--- src/rtl/ibex_prefetch_buffer_mo_pkg.sv ---
// Shared types and sizing helpers for the multi-outstanding prefetch buffer.
// pf_entry_t is the default buffered-word layout for the standard 32-bit PC.
package ibex_prefetch_buffer_mo_pkg;

    localparam int unsigned PfAddrWidth      = 32;
    localparam int unsigned PfMaxOutstanding = 2;
    localparam int unsigned PfCntWidth       = $clog2(PfMaxOutstanding + 1);

    typedef struct packed {
        logic [31:0]            rdata;
        logic [PfAddrWidth-1:0] addr;
        logic                   err;
    } pf_entry_t;

    // Width of a counter that must reach n inclusive.
    function automatic int unsigned pf_cnt_width(input int unsigned n);
        return $clog2(n + 1);
    endfunction

endpackage

--- src/rtl/ibex_prefetch_fifo_n.sv ---
// Synchronous, non-fall-through FIFO of fetched words with a flush input.
// Push and pop may coincide when full; the caller guarantees no overflow.
module ibex_prefetch_fifo_n
    import ibex_prefetch_buffer_mo_pkg::*;
#(
    parameter int unsigned Depth    = 3,
    parameter type         entry_t  = pf_entry_t,
    localparam int unsigned CntWidth = pf_cnt_width(Depth)
) (
    input  logic                clk_i,
    input  logic                rst_i,
    input  logic                clear_i,
    input  logic                push_i,
    input  entry_t              wdata_i,
    input  logic                pop_i,
    output entry_t              rdata_o,
    output logic [CntWidth-1:0] count_o
);

    localparam int unsigned PtrWidth = (Depth > 1) ? $clog2(Depth) : 1;

    entry_t                mem_q [Depth];
    logic [PtrWidth-1:0]   wr_ptr_q;
    logic [PtrWidth-1:0]   rd_ptr_q;
    logic [CntWidth-1:0]   count_q;

    function automatic logic [PtrWidth-1:0] ptr_inc(input logic [PtrWidth-1:0] p);
        return (p == PtrWidth'(Depth - 1)) ? '0 : p + PtrWidth'(1);
    endfunction

    always_ff @(posedge clk_i) begin
        if (push_i && !clear_i) begin
            mem_q[wr_ptr_q] <= wdata_i;
        end
    end

    always_ff @(posedge clk_i or posedge rst_i) begin
        if (rst_i) begin
            wr_ptr_q <= '0;
            rd_ptr_q <= '0;
            count_q  <= '0;
        end else if (clear_i) begin
            wr_ptr_q <= '0;
            rd_ptr_q <= '0;
            count_q  <= '0;
        end else begin
            if (push_i) wr_ptr_q <= ptr_inc(wr_ptr_q);
            if (pop_i)  rd_ptr_q <= ptr_inc(rd_ptr_q);
            case ({push_i, pop_i})
                2'b10:   count_q <= count_q + CntWidth'(1);
                2'b01:   count_q <= count_q - CntWidth'(1);
                default: count_q <= count_q;
            endcase
        end
    end

    assign rdata_o = mem_q[rd_ptr_q];
    assign count_o = count_q;

endmodule

--- src/rtl/ibex_prefetch_buffer_mo.sv ---
// Instruction prefetch buffer with several fetches in flight, stale-response
// discard after a branch, and fetch halt after a bus error.
module ibex_prefetch_buffer_mo
    import ibex_prefetch_buffer_mo_pkg::*;
#(
    parameter int unsigned AddrWidth      = 32,
    parameter int unsigned FifoDepth      = 3,
    parameter int unsigned MaxOutstanding = 2
) (
    input  logic                 clk_i,
    input  logic                 rst_i,
    input  logic                 req_i,
    input  logic                 branch_i,
    input  logic [AddrWidth-1:0] branch_addr_i,
    input  logic                 ready_i,
    output logic                 valid_o,
    output logic [31:0]          rdata_o,
    output logic [AddrWidth-1:0] addr_o,
    output logic                 err_o,
    output logic                 instr_req_o,
    input  logic                 instr_gnt_i,
    output logic [AddrWidth-1:0] instr_addr_o,
    input  logic [31:0]          instr_rdata_i,
    input  logic                 instr_rvalid_i,
    input  logic                 instr_err_i,
    output logic                 busy_o
);

    localparam int unsigned CntWidth  = pf_cnt_width(MaxOutstanding);
    localparam int unsigned FCntWidth = pf_cnt_width(FifoDepth);
    localparam int unsigned QPtrWidth = (MaxOutstanding > 1) ? $clog2(MaxOutstanding) : 1;

    typedef struct packed {
        logic [31:0]          rdata;
        logic [AddrWidth-1:0] addr;
        logic                 err;
    } entry_t;

    logic [AddrWidth-1:0] fetch_addr_q;
    logic [AddrWidth-1:0] branch_target;
    logic [CntWidth-1:0]  outst_q;
    logic [CntWidth-1:0]  discard_q;
    logic                 hold_q;
    logic                 halt_q;
    logic [AddrWidth-1:0] aq_mem_q [MaxOutstanding];
    logic [QPtrWidth-1:0] aq_wr_q;
    logic [QPtrWidth-1:0] aq_rd_q;
    logic [FCntWidth-1:0] fifo_count;
    entry_t               fifo_head;
    entry_t               fifo_wdata;
    logic [7:0]           inflight;
    logic                 slot_free, has_credit, req_start;
    logic                 grant, rvalid_ok, push, pop;

    function automatic logic [QPtrWidth-1:0] aq_inc(input logic [QPtrWidth-1:0] p);
        return (p == QPtrWidth'(MaxOutstanding - 1)) ? '0 : p + QPtrWidth'(1);
    endfunction

    assign branch_target = branch_addr_i & ~AddrWidth'(3);

    // Words already buffered plus words still owed by memory must fit in the FIFO.
    // A branch discards both, so the whole FIFO is available that cycle.
    assign inflight   = 8'(fifo_count) + 8'(outst_q) - 8'(discard_q);
    assign slot_free  = outst_q < CntWidth'(MaxOutstanding);
    assign has_credit = branch_i || (inflight < 8'(FifoDepth));
    assign req_start  = req_i && slot_free && has_credit && (branch_i || !halt_q);

    assign instr_req_o  = !rst_i && (hold_q || req_start);
    assign instr_addr_o = branch_i ? branch_target : fetch_addr_q;

    assign grant     = instr_req_o && instr_gnt_i;
    assign rvalid_ok = instr_rvalid_i && (outst_q != '0);
    assign push      = rvalid_ok && !branch_i && (discard_q == '0);
    assign pop       = valid_o && ready_i && !branch_i;

    assign fifo_wdata = '{rdata: instr_rdata_i, addr: aq_mem_q[aq_rd_q], err: instr_err_i};

    always_ff @(posedge clk_i) begin
        if (grant) aq_mem_q[aq_wr_q] <= instr_addr_o;
    end

    always_ff @(posedge clk_i or posedge rst_i) begin
        if (rst_i) begin
            fetch_addr_q <= '0;
            outst_q      <= '0;
            discard_q    <= '0;
            hold_q       <= 1'b0;
            halt_q       <= 1'b0;
            aq_wr_q      <= '0;
            aq_rd_q      <= '0;
        end else begin
            hold_q <= instr_req_o && !instr_gnt_i;

            if (grant)         fetch_addr_q <= instr_addr_o + AddrWidth'(4);
            else if (branch_i) fetch_addr_q <= branch_target;

            case ({grant, rvalid_ok})
                2'b10:   outst_q <= outst_q + CntWidth'(1);
                2'b01:   outst_q <= outst_q - CntWidth'(1);
                default: outst_q <= outst_q;
            endcase

            // Every old-target response still owed becomes stale on a branch.
            if (branch_i)                           discard_q <= outst_q - CntWidth'(rvalid_ok);
            else if (rvalid_ok && discard_q != '0)  discard_q <= discard_q - CntWidth'(1);

            if (branch_i)                  halt_q <= 1'b0;
            else if (push && instr_err_i)  halt_q <= 1'b1;

            // Stale responses also retire their address-queue slot.
            if (grant)     aq_wr_q <= aq_inc(aq_wr_q);
            if (rvalid_ok) aq_rd_q <= aq_inc(aq_rd_q);
        end
    end

    ibex_prefetch_fifo_n #(
        .Depth   (FifoDepth),
        .entry_t (entry_t)
    ) u_fifo (
        .clk_i   (clk_i),
        .rst_i   (rst_i),
        .clear_i (branch_i),
        .push_i  (push),
        .wdata_i (fifo_wdata),
        .pop_i   (pop),
        .rdata_o (fifo_head),
        .count_o (fifo_count)
    );

    assign valid_o = (fifo_count != '0);
    assign rdata_o = valid_o ? fifo_head.rdata : '0;
    assign addr_o  = valid_o ? fifo_head.addr  : '0;
    assign err_o   = valid_o && fifo_head.err;
    assign busy_o  = (outst_q != '0) || instr_req_o;

    rvalid_needs_outstanding: assert property (
        @(posedge clk_i) disable iff (rst_i) instr_rvalid_i |-> (outst_q != '0));

endmodule

--- config.mk ---
export PLATFORM = sky130hd
export DESIGN_NAME = ibex_prefetch_buffer_mo
export DESIGN_NICKNAME = d
export VERILOG_FILES = /design/src/rtl/ibex_prefetch_buffer_mo_pkg.sv /design/src/rtl/ibex_prefetch_fifo_n.sv /design/src/rtl/ibex_prefetch_buffer_mo.sv
export SDC_FILE = /design/constraint.sdc
export NUM_CORES = 1
export LEC_CHECK = 0
export CORE_MARGIN = 3
export CORE_UTILIZATION = 50
export CTS_CLUSTER_DIAMETER = 80
export DETAILED_ROUTE_END_ITERATION = 10
export GPL_TIMING_DRIVEN = 0
export PLACE_DENSITY = 0.85
export RECOVER_POWER = 50
export SETUP_SLACK_MARGIN = 0.05
export SLEW_MARGIN = 20
export SYNTH_ARGS = -nofsm -noshare
export SYNTH_HDL_FRONTEND = slang
export SYNTH_SLANG_ARGS = --single-unit
--- constraint.sdc ---
create_clock -name clk_i -period 13.2 [get_ports clk_i]
set_input_delay 3.96 -clock clk_i [delete_from_list [all_inputs] [get_ports clk_i]]
set_output_delay 3.96 -clock clk_i [all_outputs]
set_load 0.01 [all_outputs]
Word-level counts from Yosys, hierarchy flattened
Memories as Yosys holds them, arrays and structs flattened.
Cells that the tools add are included.
{"block": "totals", "regBits": 46, "latchBits": 0, "mem_bits_rw": 259, "rom_bits": 0, "inputBits": 72, "out_inout_bits": 100, "word_cells": 89, "n_memories": 2}
{"block": "classes", "n_addsub": 13, "multipliers": 0, "div": 0, "magnitude_cmp": 2, "eq_ne": 6, "shift": 0, "mux": 23, "bitwise": 0, "reduce_logical": 33}
{"memory": "u_fifo.mem_q", "depth": 3, "word_bits": 65, "read_ports": 1, "rd_clocked_by_memory_dff": 0, "write_ports": 1, "line_no": "ibex_prefetch_fifo_n.sv:22", "text": "entry_t mem_q [Depth];"}
{"memory": "aq_mem_q", "depth": 2, "word_bits": 32, "read_ports": 1, "rd_clocked_by_memory_dff": 0, "write_ports": 1, "line_no": "ibex_prefetch_buffer_mo.sv:45", "text": "logic [AddrWidth-1:0] aq_mem_q [MaxOutstanding];"}
{"operator": "2-to-1 mux 32 bit", "count": 4}
{"operator": "adder 32 x 3 -> 32 bit (second input constant)", "count": 1}
{"operator": "2-to-1 mux 2 bit", "count": 9}
{"operator": "nonzero test 2 bit", "count": 8}
{"operator": "logical AND 1 bit", "count": 15}
{"operator": "adder 2 x 1 -> 2 bit (second input constant)", "count": 4}
{"operator": "== test 2 bit (second input constant)", "count": 4}
{"operator": "< comparator 8 x 2 -> 1 bit (second input constant)", "count": 1}
{"operator": "2-to-1 mux 1 bit", "count": 8}
{"operator": "one-hot mux 2 bit (2 select lines)", "count": 2}
{"operator": "subtractor 2 x 1 -> 2 bit (second input constant)", "count": 3}
{"operator": "== test 2 x 1 -> 1 bit (second input constant)", "count": 2}
{"operator": "logical NOT 1 bit", "count": 4}
{"operator": "logical OR 1 bit", "count": 4}
{"operator": "subtractor 3 x 2 -> 4 bit", "count": 1}
{"operator": "adder 2 x 2 -> 3 bit", "count": 1}
{"operator": "nonzero test 3 bit", "count": 1}
{"operator": "adder 1 bit (second input constant)", "count": 2}
{"operator": "logical NOT 2 bit", "count": 1}
{"operator": "< comparator 2 bit (second input constant)", "count": 1}
{"operator": "subtractor 2 x 1 -> 2 bit", "count": 1}

Depth between registers and ports, before layout
{"block": "depth", "word_depth": 11, "depth_mapped": 13, "ltp_nobuf": 13}

Hierarchy
From an unflattened synthesis, not the netlist that was laid out.
{"block": "unflattened", "cells_unflattened": 879, "hier_area_um2": 13041.3}
{"mod": "ibex_prefetch_fifo_n", "instances": 1, "cells_each": 446, "area_per_inst_um2": 7557.2, "seq_area_each_um2": 6005.8}
{"mod": "ibex_prefetch_buffer_mo", "instances": 1, "cells_each": 433, "area_per_inst_um2": 5484.0, "seq_area_each_um2": 2922.8}

Least setup slack after synthesis
Ideal clock, no wire load.
{"block": "synth_path", "path_type": "input to register", "start": "in branch_i", "end": "mem u_fifo.mem_q[2][0] (netlist bit) (enable)", "setup_time_ns": 0.671, "arrival_ns": 11.377, "required_ns": 12.529, "path_slack_ns": 1.152, "stages": 5, "path_buffers": 4, "path_cell_list": "buf_4 buf_4 buf_2 clkbuf_1 nor4b_1"}
{"block": "synth_between", "elab_chain_cells": 6}
{"element": "start, declared", "line_no": "ibex_prefetch_buffer_mo.sv:13", "text": "input logic branch_i,"}
{"element": "logical NOT 1 bit *", "line_no": "ibex_prefetch_fifo_n.sv:32, ibex_prefetch_buffer_mo.sv:73"}
{"element": "logical AND 1 bit (2 in series)", "line_no": "ibex_prefetch_buffer_mo.sv:73", "text": "assign push = rvalid_ok && !branch_i && (discard_q == '0);"}
{"element": "logical AND 1 bit *", "line_no": "ibex_prefetch_fifo_n.sv:32", "text": "if (push_i && !clear_i) begin"}
{"element": "2-to-1 mux 1 bit *", "line_no": "ibex_prefetch_fifo_n.sv:32"}
{"element": "2-to-1 mux 1 bit (implied by the code) *", "line_no": "ibex_prefetch_fifo_n.sv:33", "text": "mem_q[wr_ptr_q] <= wdata_i;"}
{"element": "end, declared", "line_no": "ibex_prefetch_fifo_n.sv:22"}
Mark *: on every way between the ends. The rest lies on a longest branch, timed or not.

Final worst setup path
{"block": "layout_path", "start": "in req_i", "end": "out busy_o"}
{"block": "layout_between", "elab_chain_cells": 6}
{"element": "start, declared", "line_no": "ibex_prefetch_buffer_mo.sv:12", "text": "input logic req_i,"}
{"element": "logical AND 1 bit (3 in series)", "line_no": "ibex_prefetch_buffer_mo.sv:66", "text": "assign req_start = req_i && slot_free && has_credit && (branch_i || !halt_q);"}
{"element": "logical OR 1 bit", "line_no": "ibex_prefetch_buffer_mo.sv:68", "text": "assign instr_req_o = !rst_i && (hold_q || req_start);"}
{"element": "logical AND 1 bit", "line_no": "ibex_prefetch_buffer_mo.sv:68"}
{"element": "logical OR 1 bit", "line_no": "ibex_prefetch_buffer_mo.sv:134", "text": "assign busy_o = (outst_q != '0) || instr_req_o;"}
{"element": "end, declared", "line_no": "ibex_prefetch_buffer_mo.sv:26", "text": "output logic busy_o"}
Every way passes these cells.

==> summary.log <==
[status] run status finished, violations left
[status] failing checks capacitance limit, slew limit
[logic_synthesis] synthesized-area fraction occupied by adder cells 0.01009
[clocking] cts hold-fix bufs 0
[clocking] clock transition at the register clock pins on the worst setup and hold paths after CTS 60 ps
[pwr] Design Power 2.647 mW
[placement] placed standard-cell area 0.01502 mm²
[timing] Final Max Slew Viols 36
[critical_path] Worst setup EP type output pin
[detailed_routing] DR vias/cell 5.526
[logic_synthesis] Compound-Gate Fraction of Synth Area 0.04878
[logic_synthesis] Post-synth EDFFs 259
[detailed_routing] number of detailed-route iterations in the first pass 6
[clocking] number of setup buffers added after CTS 0
[die] Starting Density 0.5140
[logic_synthesis] Post-synth ARST share 0.1508
[detailed_routing] number of DRC violations after detailed routing 0
[die] total number of placement rows 57
[finish] Area Overhead vs Synth 25.72%
[finish] post-layout instance area 0.01590 mm²
[finish] net total in the final layout 1185
[critical_path] sort of element at the start of the critical path primary input
[timing] part of the cycle the worst path needs 0.8690
[timing] slew margin rel. -0.1550
[clocking] Clock Tree Buf Depth 3
[detailed_routing] total length of routed wires 29.41 mm
[timing] Achievable Freq 0.08718 GHz
[detailed_routing] routed len/inst 20.28 µm
[logic_synthesis] post-synthesis cell count 876
[logic_synthesis] mux cell area share after synthesis 0.1066
[logic_synthesis] register bit total from synthesis 305
[die] Die Height 165.0 µm
[finish] share of layout cells above drive strength 1 0.07733
[detailed_routing] total via count in the routed design 8012
[clocking] clk_lat worst skew 560 ps
[clocking] Clock Sinks 305
[placement] Port Buffer Count 168
[critical_path] Setup Crit Path Kind in2out
[detailed_routing] number of DRC markers after the initial detailed-route iteration 714
[logic_synthesis] library cell occupying the most area in the post-synthesis netlist sky130_fd_sc_hd__edfxtp_1
[job] max-cap check violation count 2
[critical_path] Crit path arrival time 7510 ps
[timing] Hold Vio Cnt, Final 0
[timing] final worst clock skew 24.91 ps
[timing] slew at the pin with the worst max-slew slack 1689 ps
[logic_synthesis] cell types occupying the most area after synthesis sky130_fd_sc_hd__edfxtp_1, sky130_fd_sc_hd__dfrtp_1, sky130_fd_sc_hd__mux2i_1
[clocking] Clock Root Buffer sky130_fd_sc_hd__clkbuf_16
[global_routing] antenna violations before repair 1
[logic_synthesis] unique cell type count in the Yosys netlist 52
[global_routing] number of global-route vias before repair 8204
[clocking] Gates resized, CTS repair 0
[clocking] Inserted Clock Buffers 30
[logic_synthesis] simple-gate portion of the synthesized area 0.08093
[finish] utilization after layout 0.6462
[critical_path] Max FO, Critical Path 5
[die] die footprint 0.02724 mm²
[critical_path] data required time of the critical path 9240 ps
[logic_synthesis] sequential fraction of the synthesis area 0.7060
[min_path] HP Class reg2reg
[logic_synthesis] area share of xor/xnor cells in the synthesized design 0.02632
[logic_synthesis] net count of the mapped netlist 957
[placement] HPWL Detailed 20.32 mm
[pwr] Static Leak 5.495 nW
[logic_synthesis] dominant combinational cell family by area after synthesis multiplexers
[pwr] largest vdd supply drop 0.1363 mV
[logic_synthesis] most common flop cell mapped by yosys sky130_fd_sc_hd__edfxtp_1
[clocking] H-tree level count 1
[die] Die X-Extent 165.0 µm
[placement] Final GP Congestion 0.8522
[logic_synthesis] Synth warnings 0
[global_routing] global-route wire length before repair 45.26 mm
[die] # IOs 172
[timing] final setup vio count 0
[die] standard cell core area 0.02460 mm²
[global_routing] maximum number of pins on one net before global-route repair 30
[pwr] power per unit of standard cell area 166.5 mW/mm²
[logic_synthesis] proportion of netlist area held by the largest area contributor 0.6150
[timing] final critical path time including I/O delays and setup 11470 ps
[clocking] TritonCTS clock tree built
[logic_synthesis] Mapped Avg Cell Area 14.44 µm²
[global_routing] total track usage 0.2162
[detailed_routing] Antenna Nets Post-Route 0
[global_routing] final global-route overflow total 0
[logic_synthesis] Syn Std Cell Area 0.01265 mm²
[timing] unrepaired setup endpoints after global routing no
[finish] total of fill cells in the finished design 1714
metal layers:
| metal | vias up | GRT usage | share of wire |
|---|---|---|---|
| met4 | 0 | 0.05909 | 0.025 |
| li1 | 3657 | - | - |
| met5 | - | 0 | 0 |
| met3 | 59 | 0.03888 | 0.075 |
| met1 | 3955 | 0.2812 | 0.40 |
| met2 | 341 | 0.3748 | 0.50 |
cells in the final DEF (no fill, tap or decap), types with 3 or more instances in the layout:
cell,count
sky130_fd_sc_hd__clkinv_2,5
sky130_fd_sc_hd__nor2_1,156
sky130_fd_sc_hd__clkinv_1,6
sky130_fd_sc_hd__a21oi_1,77
sky130_fd_sc_hd__buf_2,20
sky130_fd_sc_hd__xor2_1,14
sky130_fd_sc_hd__nand4_1,7
sky130_fd_sc_hd__clkdlybuf4s50_1,129
sky130_fd_sc_hd__dfrtp_1,46
sky130_fd_sc_hd__nand3b_1,3
sky130_fd_sc_hd__xnor2_1,24
sky130_fd_sc_hd__clkbuf_16,30
sky130_fd_sc_hd__buf_4,3
sky130_fd_sc_hd__nor3_1,5
sky130_fd_sc_hd__o21ai_0,3
sky130_fd_sc_hd__mux2_1,53
sky130_fd_sc_hd__clkbuf_1,43
sky130_fd_sc_hd__nand3_1,11
sky130_fd_sc_hd__ha_1,7
sky130_fd_sc_hd__nor2b_1,3
sky130_fd_sc_hd__nand2_1,20
sky130_fd_sc_hd__buf_12,3
sky130_fd_sc_hd__buf_1,3
sky130_fd_sc_hd__mux2i_1,75
sky130_fd_sc_hd__inv_1,23
sky130_fd_sc_hd__bufinv_16,3
sky130_fd_sc_hd__nand4b_1,5
sky130_fd_sc_hd__nor3_2,4
sky130_fd_sc_hd__dlygate4sd3_1,39
sky130_fd_sc_hd__edfxtp_1,259
sky130_fd_sc_hd__a31oi_1,6
report_power, final:
part           total, mW  leakage [nW]  switching (mW)  internal (mW)
logic              0.650          2.14           0.362          0.288
clock network      0.828         0.464           0.349          0.479
registers           1.17          2.89          0.0280           1.14
cell families (layout without fill, tap and decap cells):
group	Yosys count	in the layout
adder cells (fa/ha/maj)	9	9
other	0	1
flip-flops	305	305
multiplexers	128	128
buffers and inverters	66	315
XOR/XNOR	38	38
AO/OA/AOI/OAI	102	102
AND/OR/NAND/NOR	228	228
through the flow:
step	hold slack, ps	setup slack (ps)	setup TNS, ps	cells
CTS	546.7	2949	0	1449
global route	569.3	1535	0	1450
finish	542.7	1729	0	1450
floorplan	460.3	1152	0	876
global placement	474.4	-3571	-411420	1368
detailed placement	526.1	2987	0	1396
synth_stat cells (3+ instances only):
master                       n
sky130_fd_sc_hd__buf_1       3
sky130_fd_sc_hd__dfrtp_1    46
sky130_fd_sc_hd__clkbuf_1   32
sky130_fd_sc_hd__mux2_2     52
sky130_fd_sc_hd__mux2i_1    75
sky130_fd_sc_hd__nand3b_1    3
sky130_fd_sc_hd__nand4b_1    5
sky130_fd_sc_hd__xnor2_1    24
sky130_fd_sc_hd__buf_2       5
sky130_fd_sc_hd__ha_1        7
sky130_fd_sc_hd__nand2_1    20
sky130_fd_sc_hd__nor2b_1     3
sky130_fd_sc_hd__xor2_1     14
sky130_fd_sc_hd__inv_1      22
sky130_fd_sc_hd__a31oi_1     6
sky130_fd_sc_hd__edfxtp_1  259
sky130_fd_sc_hd__o211ai_2    3
sky130_fd_sc_hd__nand3_1    11
sky130_fd_sc_hd__a21oi_1    77
sky130_fd_sc_hd__nand4_1     7
sky130_fd_sc_hd__o21ai_0     3
sky130_fd_sc_hd__nor3_2      4
sky130_fd_sc_hd__nor2_1    158
sky130_fd_sc_hd__nor3_1      5
critical path, cell delays in order:
cell	delay, ps
sky130_fd_sc_hd__dlygate4sd3_1	580
sky130_fd_sc_hd__or3b_2	450
sky130_fd_sc_hd__a2111oi_0	1310
sky130_fd_sc_hd__o21ai_0	450
sky130_fd_sc_hd__nand3_1	190
sky130_fd_sc_hd__clkdlybuf4s50_1	570
cell type report:
type	instances	area, µm²	share of cell area
Sequential cell	305	8929	0.5616
Multi-Input combinational cell	505	3431	0.2158
Timing Repair Buffer	196	1916	0.1205
Clock buffer	35	779.5	0.04903
Tap cell	324	405.4	0.02550
Clock inverter	18	177.7	0.01117
Buffer	43	172.7	0.01086
Inverter	23	86.33	0.005430
Antenna cell	1	2.502	0.0001574
path summary, 6_finish.rpt:
path,cells after the start,slack (ps),end,startpoint
min in group asynchronous,2,3980,hold_q,rst_i
setup reg to reg,8,8670,aq_mem_q[0][1],outst_q[1]
hold / removal,2,540,halt_q,halt_q
setup / recovery,6,1730,busy_o,req_i
max in group asynchronous,3,7220,fetch_addr_q[18],rst_i
hold reg to reg,2,540,halt_q,halt_q
state kept, by name, summed over array words and instances, names as in the netlist:
signal / count
aq_mem_q: 64
aq_rd_q: 1
aq_wr_q: 1
discard_q: 2
fetch_addr_q: 32
halt_q: 1
hold_q: 1
outst_q: 2
u_fifo.count_o: 2
u_fifo.mem_q: 195
u_fifo.rd_ptr_q: 2
u_fifo.wr_ptr_q: 2
Power figures use the tool's default switching activity.
